--- config.mk ---
export PLATFORM = sky130hd
export DESIGN_NAME = rv_multicycle_ctrl_flat
export DESIGN_NICKNAME = d
export VERILOG_FILES = /design/src/rtl/rv_ctrl_pkg.sv /design/src/rtl/rv_multicycle_ctrl_if.sv /design/src/rtl/rv_ctrl_decode.sv /design/src/rtl/rv_multicycle_ctrl.sv /design/src/flat_wrapper.sv
export SDC_FILE = /design/constraint.sdc
export NUM_CORES = 1
export LEC_CHECK = 0
export CORE_UTILIZATION = 45
export CTS_CLUSTER_DIAMETER = 40
export CTS_CLUSTER_SIZE = 12
export DETAILED_ROUTE_END_ITERATION = 12
export GPL_TIMING_DRIVEN = 0
export PLACE_DENSITY = 0.83
export SLEW_MARGIN = 40
export SYNTH_ARGS = -nofsm -noshare
export SYNTH_HDL_FRONTEND = slang
export SYNTH_HIERARCHICAL = 1
export SYNTH_SLANG_ARGS = --single-unit
--- constraint.sdc ---
create_clock -name clk -period 4.8 [get_ports clk]
set_input_delay 0.48 -clock clk [delete_from_list [all_inputs] [get_ports clk]]
set_output_delay 0.48 -clock clk [all_outputs]
set_load 0.01 [all_outputs]
--- src/rtl/rv_ctrl_pkg.sv ---
// Shared encodings for the multi-cycle RV32I control path: opcodes, ImmGen
// formats, datapath select encodings, FSM states and decoded opcode classes.
package rv_ctrl_pkg;

  localparam logic [6:0] OP_LUI    = 7'b0110111;
  localparam logic [6:0] OP_AUIPC  = 7'b0010111;
  localparam logic [6:0] OP_JAL    = 7'b1101111;
  localparam logic [6:0] OP_JALR   = 7'b1100111;
  localparam logic [6:0] OP_BRANCH = 7'b1100011;
  localparam logic [6:0] OP_LOAD   = 7'b0000011;
  localparam logic [6:0] OP_STORE  = 7'b0100011;
  localparam logic [6:0] OP_IMM    = 7'b0010011;
  localparam logic [6:0] OP_REG    = 7'b0110011;
  localparam logic [6:0] OP_FENCE  = 7'b0001111;
  localparam logic [6:0] OP_SYSTEM = 7'b1110011;

  // ImmGen format select; ImmGen decodes the same values.
  typedef enum logic [2:0] {
    IMM_I = 3'b000, IMM_S = 3'b001, IMM_B = 3'b010,
    IMM_U = 3'b011, IMM_J = 3'b100, IMM_NONE = 3'b111
  } imm_t;

  typedef enum logic [1:0] {PC_PLUS4 = 2'b00, PC_ALU = 2'b01, PC_ALU_JALR = 2'b10} pc_src_t;
  typedef enum logic [1:0] {WB_ALU = 2'b00, WB_MEM = 2'b01, WB_PC = 2'b10} wb_sel_t;
  typedef enum logic [1:0] {A_RS1 = 2'b00, A_OLDPC = 2'b01, A_ZERO = 2'b10} alu_a_t;
  typedef enum logic [1:0] {ALU_ADD = 2'b00, ALU_FUNCT = 2'b01, ALU_BRANCH = 2'b10} alu_op_t;

  typedef enum logic [2:0] {
    S_FETCH, S_DECODE, S_EXEC, S_MEM, S_WB, S_HALT
  } state_t;

  typedef enum logic [3:0] {
    C_ALU_R, C_ALU_I, C_LUI, C_AUIPC, C_LOAD, C_STORE,
    C_BRANCH, C_JAL, C_JALR, C_FENCE, C_SYSTEM, C_ILLEGAL
  } cls_t;

  typedef struct packed {
    cls_t cls;
    imm_t imm;
  } dec_t;

  // Immediate format implied by an opcode class.
  function automatic imm_t imm_of(cls_t c);
    case (c)
      C_ALU_I, C_LOAD, C_JALR: return IMM_I;
      C_STORE:                 return IMM_S;
      C_BRANCH:                return IMM_B;
      C_LUI, C_AUIPC:          return IMM_U;
      C_JAL:                   return IMM_J;
      default:                 return IMM_NONE;
    endcase
  endfunction

endpackage

--- src/rtl/rv_multicycle_ctrl_if.sv ---
// Single shared memory port between the control FSM (master) and memory.
interface rv_multicycle_ctrl_if;
  logic mem_req;
  logic mem_we;
  logic mem_addr_sel;
  logic mem_ready;

  modport master (output mem_req, mem_we, mem_addr_sel, input mem_ready);
  modport slave  (input mem_req, mem_we, mem_addr_sel, output mem_ready);
endinterface

--- src/rtl/rv_ctrl_decode.sv ---
// Combinational opcode classifier; also feeds the ImmGen format select.
module rv_ctrl_decode
  import rv_ctrl_pkg::*;
(
  input  logic [6:0] opcode,
  output dec_t       dec
);

  cls_t cls;

  // Map the major opcode onto a class; anything unrecognised is illegal.
  always_comb begin
    cls = C_ILLEGAL;
    case (opcode)
      OP_REG:    cls = C_ALU_R;
      OP_IMM:    cls = C_ALU_I;
      OP_LUI:    cls = C_LUI;
      OP_AUIPC:  cls = C_AUIPC;
      OP_LOAD:   cls = C_LOAD;
      OP_STORE:  cls = C_STORE;
      OP_BRANCH: cls = C_BRANCH;
      OP_JAL:    cls = C_JAL;
      OP_JALR:   cls = C_JALR;
      OP_FENCE:  cls = C_FENCE;
      OP_SYSTEM: cls = C_SYSTEM;
      default:   cls = C_ILLEGAL;
    endcase
  end

  assign dec.cls = cls;
  assign dec.imm = imm_of(cls);

endmodule

--- src/rtl/rv_multicycle_ctrl.sv ---
// Main control FSM of the multi-cycle RV32I core: sequences fetch, decode,
// execute, memory and writeback, with a memory timeout and halt handling.
module rv_multicycle_ctrl
  import rv_ctrl_pkg::*;
#(
  parameter int TIMEOUT_CYCLES = 16
) (
  input  logic                        clk,
  input  logic                        rst,
  input  logic [6:0]                  opcode,
  input  logic [2:0]                  funct3,
  input  logic                        br_taken,
  rv_multicycle_ctrl_if.master        mem,
  output logic                        ir_we,
  output logic                        pc_we,
  output logic [1:0]                  pc_src,
  output logic [2:0]                  imm_type,
  output logic [1:0]                  alu_a_sel,
  output logic                        alu_b_sel,
  output logic [1:0]                  alu_op,
  output logic                        rf_we,
  output logic [1:0]                  wb_sel,
  output logic                        halted,
  output logic                        fault
);

  localparam int CW = (TIMEOUT_CYCLES > 2) ? $clog2(TIMEOUT_CYCLES) : 1;

  state_t         st, nxt;
  cls_t           cls_q;
  dec_t           dec;
  logic [CW-1:0]  cnt;
  logic           fault_q, fault_d, tmo_hit;
  logic           req, we, addr_sel, ir_we_c, pc_we_c, rf_we_c, b_c;
  pc_src_t        pc_src_c;
  imm_t           imm_c;
  alu_a_t         a_c;
  alu_op_t        op_c;
  wb_sel_t        wb_c;

  // funct3 is decoded by the ALU control, not by this FSM.
  logic unused_funct3;
  assign unused_funct3 = ^funct3;

  rv_ctrl_decode u_dec (.opcode(opcode), .dec(dec));

  // State register.
  always_ff @(posedge clk) begin
    if (rst) st <= S_FETCH;
    else     st <= nxt;
  end

  // Timeout counter, latched opcode class and halt cause.
  always_ff @(posedge clk) begin
    if (rst) begin
      cnt     <= '0;
      cls_q   <= C_ILLEGAL;
      fault_q <= 1'b0;
    end else begin
      // Staying in FETCH/MEM means the request went unanswered this cycle.
      if (nxt == st && (st == S_FETCH || st == S_MEM)) cnt <= cnt + CW'(1);
      else                                             cnt <= '0;
      if (st == S_DECODE) cls_q <= dec.cls;
      if (nxt == S_HALT && st != S_HALT) fault_q <= fault_d;
    end
  end

  // Next-state and Moore datapath controls.
  always_comb begin
    nxt      = st;
    fault_d  = 1'b0;
    req      = 1'b0;
    we       = 1'b0;
    addr_sel = 1'b0;
    ir_we_c  = 1'b0;
    pc_we_c  = 1'b0;
    rf_we_c  = 1'b0;
    pc_src_c = PC_PLUS4;
    imm_c    = IMM_NONE;
    a_c      = A_RS1;
    b_c      = 1'b0;
    op_c     = ALU_ADD;
    wb_c     = WB_ALU;
    // This is the last cycle the request may stay unanswered.
    tmo_hit  = (cnt == CW'(TIMEOUT_CYCLES - 1));

    // ALU/ImmGen selects are held from EXEC through WB for the latched class.
    if (st == S_EXEC || st == S_MEM || st == S_WB) begin
      imm_c = imm_of(cls_q);
      case (cls_q)
        C_ALU_R:                 op_c = ALU_FUNCT;
        C_ALU_I:                 begin b_c = 1'b1; op_c = ALU_FUNCT; end
        C_LUI:                   begin a_c = A_ZERO;  b_c = 1'b1; end
        C_AUIPC, C_JAL:          begin a_c = A_OLDPC; b_c = 1'b1; end
        C_LOAD, C_STORE, C_JALR: b_c = 1'b1;
        C_BRANCH:                op_c = ALU_BRANCH;
        default: ;
      endcase
    end

    case (st)
      S_FETCH: begin
        req = 1'b1;
        if (mem.mem_ready) begin
          ir_we_c = 1'b1;
          pc_we_c = 1'b1;
          nxt     = S_DECODE;
        end else if (tmo_hit) begin
          nxt     = S_HALT;
          fault_d = 1'b1;
        end
      end
      S_DECODE: begin
        imm_c = dec.imm;
        case (dec.cls)
          C_FENCE:   nxt = S_FETCH;
          C_SYSTEM:  nxt = S_HALT;
          C_ILLEGAL: begin nxt = S_HALT; fault_d = 1'b1; end
          default:   nxt = S_EXEC;
        endcase
      end
      S_EXEC: begin
        case (cls_q)
          C_LOAD, C_STORE: nxt = S_MEM;
          C_BRANCH: begin pc_we_c = br_taken; pc_src_c = PC_ALU; nxt = S_FETCH; end
          C_JAL:    begin pc_we_c = 1'b1; pc_src_c = PC_ALU;      nxt = S_WB; end
          C_JALR:   begin pc_we_c = 1'b1; pc_src_c = PC_ALU_JALR; nxt = S_WB; end
          default:  nxt = S_WB;
        endcase
      end
      S_MEM: begin
        req      = 1'b1;
        addr_sel = 1'b1;
        we       = (cls_q == C_STORE);
        if (mem.mem_ready) begin
          nxt = (cls_q == C_LOAD) ? S_WB : S_FETCH;
        end else if (tmo_hit) begin
          nxt     = S_HALT;
          fault_d = 1'b1;
        end
      end
      S_WB: begin
        rf_we_c = 1'b1;
        nxt     = S_FETCH;
        if (cls_q == C_LOAD)                        wb_c = WB_MEM;
        else if (cls_q == C_JAL || cls_q == C_JALR) wb_c = WB_PC;
      end
      default: ;
    endcase
  end

  // Strobes are suppressed in the reset cycle so nothing commits after rst.
  assign mem.mem_req      = req & ~rst;
  assign mem.mem_we       = we & ~rst;
  assign mem.mem_addr_sel = addr_sel;
  assign ir_we            = ir_we_c & ~rst;
  assign pc_we            = pc_we_c & ~rst;
  assign rf_we            = rf_we_c & ~rst;
  assign pc_src           = pc_src_c;
  assign imm_type         = imm_c;
  assign alu_a_sel        = a_c;
  assign alu_b_sel        = b_c;
  assign alu_op           = op_c;
  assign wb_sel           = wb_c;
  assign halted           = (st == S_HALT);
  assign fault            = fault_q;

endmodule

--- src/flat_wrapper.sv ---
// flat-port wrapper written by rule: the top's interface ports become plain ports
module rv_multicycle_ctrl_flat import rv_ctrl_pkg::*;
#(
  parameter int TIMEOUT_CYCLES = 16
)
  (clk, rst, opcode, funct3, br_taken, ir_we, pc_we, pc_src, imm_type, alu_a_sel, alu_b_sel, alu_op, rf_we, wb_sel, halted, fault, mem_mem_req, mem_mem_we, mem_mem_addr_sel, mem_mem_ready);
  rv_multicycle_ctrl_if mem_i ();
  input  logic clk;
  input  logic rst;
  input  logic [6:0] opcode;
  input  logic [2:0] funct3;
  input  logic br_taken;
  output logic ir_we;
  output logic pc_we;
  output logic [1:0] pc_src;
  output logic [2:0] imm_type;
  output logic [1:0] alu_a_sel;
  output logic alu_b_sel;
  output logic [1:0] alu_op;
  output logic rf_we;
  output logic [1:0] wb_sel;
  output logic halted;
  output logic fault;
  output wire logic [$bits(mem_i.mem_req)-1:0] mem_mem_req;
  output wire logic [$bits(mem_i.mem_we)-1:0] mem_mem_we;
  output wire logic [$bits(mem_i.mem_addr_sel)-1:0] mem_mem_addr_sel;
  input wire logic [$bits(mem_i.mem_ready)-1:0] mem_mem_ready;
  assign mem_mem_req = mem_i.mem_req;
  assign mem_mem_we = mem_i.mem_we;
  assign mem_mem_addr_sel = mem_i.mem_addr_sel;
  assign mem_i.mem_ready = mem_mem_ready;
  rv_multicycle_ctrl #(.TIMEOUT_CYCLES(TIMEOUT_CYCLES)) u_core (.clk(clk), .rst(rst), .opcode(opcode), .funct3(funct3), .br_taken(br_taken), .mem(mem_i), .ir_we(ir_we), .pc_we(pc_we), .pc_src(pc_src), .imm_type(imm_type), .alu_a_sel(alu_a_sel), .alu_b_sel(alu_b_sel), .alu_op(alu_op), .rf_we(rf_we), .wb_sel(wb_sel), .halted(halted), .fault(fault));
endmodule
Word-level counts from Yosys, hierarchy flattened
Memory sizes are Yosys's and may differ from the RTL's. A register that Yosys moved wholly into a read port is not among the register bits.
Cells that the tools add are included.
{ "classes": {"add_sub_neg": 1, "n_eq_ne": 31, "n_mux": 35, "n_bitwise": 7, "n_reduce_logical": 17} }
{ "op_table": {"columns": ["op", "count"], "rows": [
  ["4-bit case mux with 11 select lines", 1],
  ["7-bit equality test, second input constant", 4],
  ["7-bit by 6-bit equality test with 1-bit output, second input constant", 3],
  ["4-bit equality test, second input constant", 5],
  ["3-bit 2-to-1 mux", 6],
  ["4-bit by 3-bit equality test with 1-bit output, second input constant", 4],
  ["2-bit OR reduction", 8],
  ["3-bit case mux with 5 select lines", 1],
  ["7-bit by 5-bit equality test with 1-bit output, second input constant", 2],
  ["2-bit 2-to-1 mux", 6],
  ["2-bit case mux with 2 select lines", 3],
  ["3-bit case mux with 2 select lines", 2],
  ["1-bit 2-to-1 mux", 11],
  ["3-bit equality test, second input constant", 3],
  ["4-bit by 2-bit equality test with 1-bit output, second input constant", 2],
  ["4-bit 2-to-1 mux", 2],
  ["7-bit by 2-bit equality test with 1-bit output, second input constant", 1],
  ["7-bit by 4-bit equality test with 1-bit output, second input constant", 1],
  ["7-bit OR reduction", 1],
  ["3-bit by 2-bit equality test with 1-bit output, second input constant", 2],
  ["1-bit case mux with 2 select lines", 3],
  ["1-bit bitwise AND", 5],
  ["4-bit by 1-bit adder with 4-bit output, second input constant", 1],
  ["4-bit by 1-bit equality test with 1-bit output, second input constant", 1],
  ["8 further kinds", 13]
]} }
{ "totals": {"regBits": 12, "mem_bits_ro": 96, "input_bits": 14, "out_inout_bits": 20, "wordCells": 97, "memories": 2} }
{ "memory_table": {"columns": ["memory", "depth", "word_bits", "rd", "rd_ports_with_merged_regs", "wr", "line", "rtl"], "rows": [
  ["(no name shown)", 16, 3, 1, 1, 0, "rv_ctrl_pkg.sv:44", "case (c)"],
  ["(no name shown)", 16, 3, 1, 0, 0, "rv_ctrl_pkg.sv:44", null]
]} }

Longest topological paths before layout
{ "logic_depth": {"word_depth": 10, "depth_mapped": 9} }

By module
Netlist, hierarchy kept.
{ "by_module_without_submodules": {"columns": ["mod", "n_inst", "cells_each", "area_each_um2"], "rows": [
  ["rv_multicycle_ctrl", 1, 146, 1081.0],
  ["rv_ctrl_decode", 1, 35, 207.7]
]} }

Worst setup path before layout
Ideal clock, no wire load.
{ "synth_path": {"path_type": "input to register", "startpoint": "in opcode[6]", "endpoint": "reg with a tool-made name", "setup_time_ns": 0.131, "arrival_time_ns": 1.927, "slack_ns": 2.742, "cell_stages": 8, "cell_sequence": "buf_2 > or2b_1 > o22ai_1 > a31oi_1 > nor4bb_1 > a211oi_4 > a211oi_1 > a31oi_1"} }
{ "synth_rtl": {"columns": ["element", "line", "rtl"], "rows": [
  ["start: declaration", "flat_wrapper.sv:10", "input logic [6:0] opcode;"]
]} }

Worst setup path after layout
{ "layout_path": {"startpoint": "reg u_core.st[1]", "endpoint": "out imm_type[2]"} }
{ "layout_between": {"elab_chain_cells": 5, "word_cells_on_any_way": 8} }
{ "layout_rtl": {"columns": ["element", "line", "rtl"], "rows": [
  ["start: declaration", "rv_multicycle_ctrl.sv:29", "state_t st, nxt;"],
  ["start signal: assignment", "rv_multicycle_ctrl.sv:50", "else st <= nxt;"],
  ["3-bit by 2-bit equality test with 1-bit output", "rv_multicycle_ctrl.sv:88", "if (st == S_EXEC || st == S_MEM || st == S_WB) begin"],
  ["1-bit logical OR (2 in series)", "rv_multicycle_ctrl.sv:88", null],
  ["3-bit 2-to-1 mux", "rv_multicycle_ctrl.sv:88", null],
  ["3-bit 2-to-1 mux (*)", "rv_multicycle_ctrl.sv:101", "case (st)"],
  ["end: declaration", "flat_wrapper.sv:16", "output logic [2:0] imm_type;"]
]} }
Mark *: on every way between the ends. The rest lies on a longest branch, timed or not.

==> results.cfg <==
[setup_path]
worst_path_max_delay_cell = a21oi_1
slowest_delay_ns = 0.58
r2r_slack_ns = 3.08
cp.arrival_ns = 2.41
crit_fanout = 10
setup.worst_path.class = reg2out
endpoint_kind = primary output
worstPathRequired_ns = 4.32
start_kind = register
crit_chain = buf_2 > nor2_1 > a21oi_1 > o22a_1 > clkdlybuf4s50_1
r2r-start = u_core/st[0]
r2r_cells = 6

[worst_hold_path]
hp-class = reg2reg
hold-path-endpoint = u_core/cnt[0]
min_path_cells = 1
hold_start = u_core/cnt[0]

[grt]
antenna_found_initial = 0
grtUsageTotal = 0.226
grt_pass1_vias = 1269
gr-total-overflow = 0
grt_pass1_wl_mm = 5.69
grt_max_degree = 11

[yosys]
synth_seq_cells = 15
synth_edf_count = 0
synth.cell_area_um2 = 1290
synth_top_area_cell = dfxtp_1
ys_warn_count = 6
yosysSeqAreaShare = 0.233
avgSynthCellArea_um2 = 7.12
synth_flop_cell = dfxtp_1
synthTopCellsByArea = dfxtp_1 23%, nor2_1 7.0%, a31oi_1 4.9%, a21oi_1 3.9%, nor4_1 3.9%
async_reset_ff_frac = 0
synth_top_area_share = 0.233
synth.distinct_cells = 50
syn_inst = 181
synth_nets = 196

[final_layout]
syn_to_final_growth_pct = 26.9
antennaDiodeCount = 0
mostFrequentLayoutCells = 28 x clkdlybuf4s50_1, 24 x nor2_1, 15 x dfxtp_1
final_common_cell = clkdlybuf4s50_1
final_cells = 244
fill_cells = 278
fin_nets = 229
drive_above_1_share = 0.0892

[timing]
grt_setup_unrepaired = no
slew_headroom = 0.533
setup_viol = 0
setup-tns-final_ns = 0
maxSlewViolCount = 0
worst_pin_slew_ns = 0.701
hold_viol_final = 0
fin_skew_ns = 0.0106
fin_crit_ns = 2.89
period_share = 0.602
max_freq_mhz = 346

[route]
detail-route-antenna-nets = 0
drt_pass1_iterations = 4
drc = 0
routed_wl_mm = 3.41
vias = 1443
wl_per_cell_um = 14.0
drt_iter0_markers = 46
vias_per_cell = 5.91

[clocking]
post_cts_resized = 0
cts_setup_buffers = 0
cts.htree.levels = 1
clk_latency_ns = 0.30
clock_sinks = 15
cts.clk_slew.worst_paths_ns = 0.10
ctsLongestPathBuffers = 2
cts_buffers = 3
cts_tree = yes
ctsHoldBuffers = 0
cts_root_buf = clkbuf_4

[floorplan]
dieWidth_um = 55.5
ioPinCount = 34
placementRows = 19
die_area_um2 = 3080
start_util = 0.471
die_h_um = 55.5
coreArea_um2 = 2730

[pwr]
irDropWorstVdd_mv = 0.136
p_per_area_nw_per_um2 = 183
leakagePower_nw = 0.575

[placed_design]
dp_hpwl_mm = 2.47
dp_cells = 240
gp_congestion = 0.832
io_buffers = 28

[status]
outcome = finished clean

[flow_run]
maxCapViolations = 0
## cell type report
| type | instances | area, µm² | share of cell area |
|---|---|---|---|
| buffer | 15 | 73.8 | 0.0451 |
| clock inverter | 1 | 5.00 | 0.00306 |
| multi-input combinational | 144 | 888 | 0.543 |
| timing repair buffer | 28 | 280 | 0.171 |
| clock buffer | 3 | 22.5 | 0.0138 |
| sequential | 15 | 300 | 0.184 |
| inverter | 7 | 26.3 | 0.0161 |
| tap | 31 | 38.8 | 0.0237 |
## stage by stage
step           power (W)  setup slack (ns)  area [µm²]  hold slack, ns   util
6_report        0.000299              1.91        1640           0.483  0.598
5_1_grt         0.000316              1.68        1640           0.519  0.598
4_1_cts         0.000301              1.93        1640           0.485  0.598
3_5_place_dp    0.000225              1.95        1610           0.459  0.588
3_3_place_gp    0.000224              1.94        1610           0.430  0.588
2_1_floorplan   0.000195              2.74        1290           0.418      -
## routing by layer
layer / wire (µm) / global-route usage / vias to the layer above
li1: - / - / 729
met1: 1680 / 0.305 / 663
met2: 1520 / 0.363 / 44
met3: 132 / 0.0164 / 7
met4: 87 / 0.114 / 0
met5: 0 / 0 / -
## cells in the mapped netlist, drive strengths merged (5+ instances only)
| cell | instances |
|---|---|
| a21oi | 11 |
| dfxtp | 15 |
| inv | 7 |
| clkbuf | 7 |
| nor2 | 25 |
| o21ai | 11 |
| nand2b | 5 |
| a31oi | 10 |
| nand3 | 5 |
| nor2b | 6 |
| nand2 | 10 |
| buf | 8 |
| nor3 | 6 |
| nor4 | 8 |
## cells by family after synthesis
group	count (synthesis)	synth area share
adders and majority gates	2	0.0175
DFF	15	0.233
xor gates and xnor gates	4	0.0272
AOI/OAI and AO/OA	48	0.251
and+or+nand+nor	86	0.363
muxes	4	0.0311
buffers and inverters	22	0.0777
## critical path: cells and delay by family (launching register included)
kind                   cells  cell delay [ns]
AOI/OAI and AO/OA          2             0.84
buffers and inverters      2             0.76
DFF                        1             0.40
and+or+nand+nor            1             0.10
## how the worst max path moves through the flow
stage | start | endpoint | slack [ns] | cells after the start
after global placement | opcode[6] | register | 1.94 | 9
after CTS | u_core/cls_q[2] | pc_we | 1.93 | 6
after floorplan | opcode[6] | register | 2.74 | 8
after detailed placement | opcode[3] | imm_type[1] | 1.95 | 6
after global routing | u_core/cls_q[2] | pc_we | 1.68 | 6
final | u_core/st[1] | imm_type[2] | 1.91 | 5
## power breakdown
group	leakage (nW)	total, W	internal, W	switching, W
Sequential	0.122	0.000133	0.000130	0.00000370
Clock	0.0177	0.0000763	0.0000311	0.0000452
Combinational	0.436	0.0000898	0.0000395	0.0000503
Note: power is estimated with default switching activity, not from simulation.
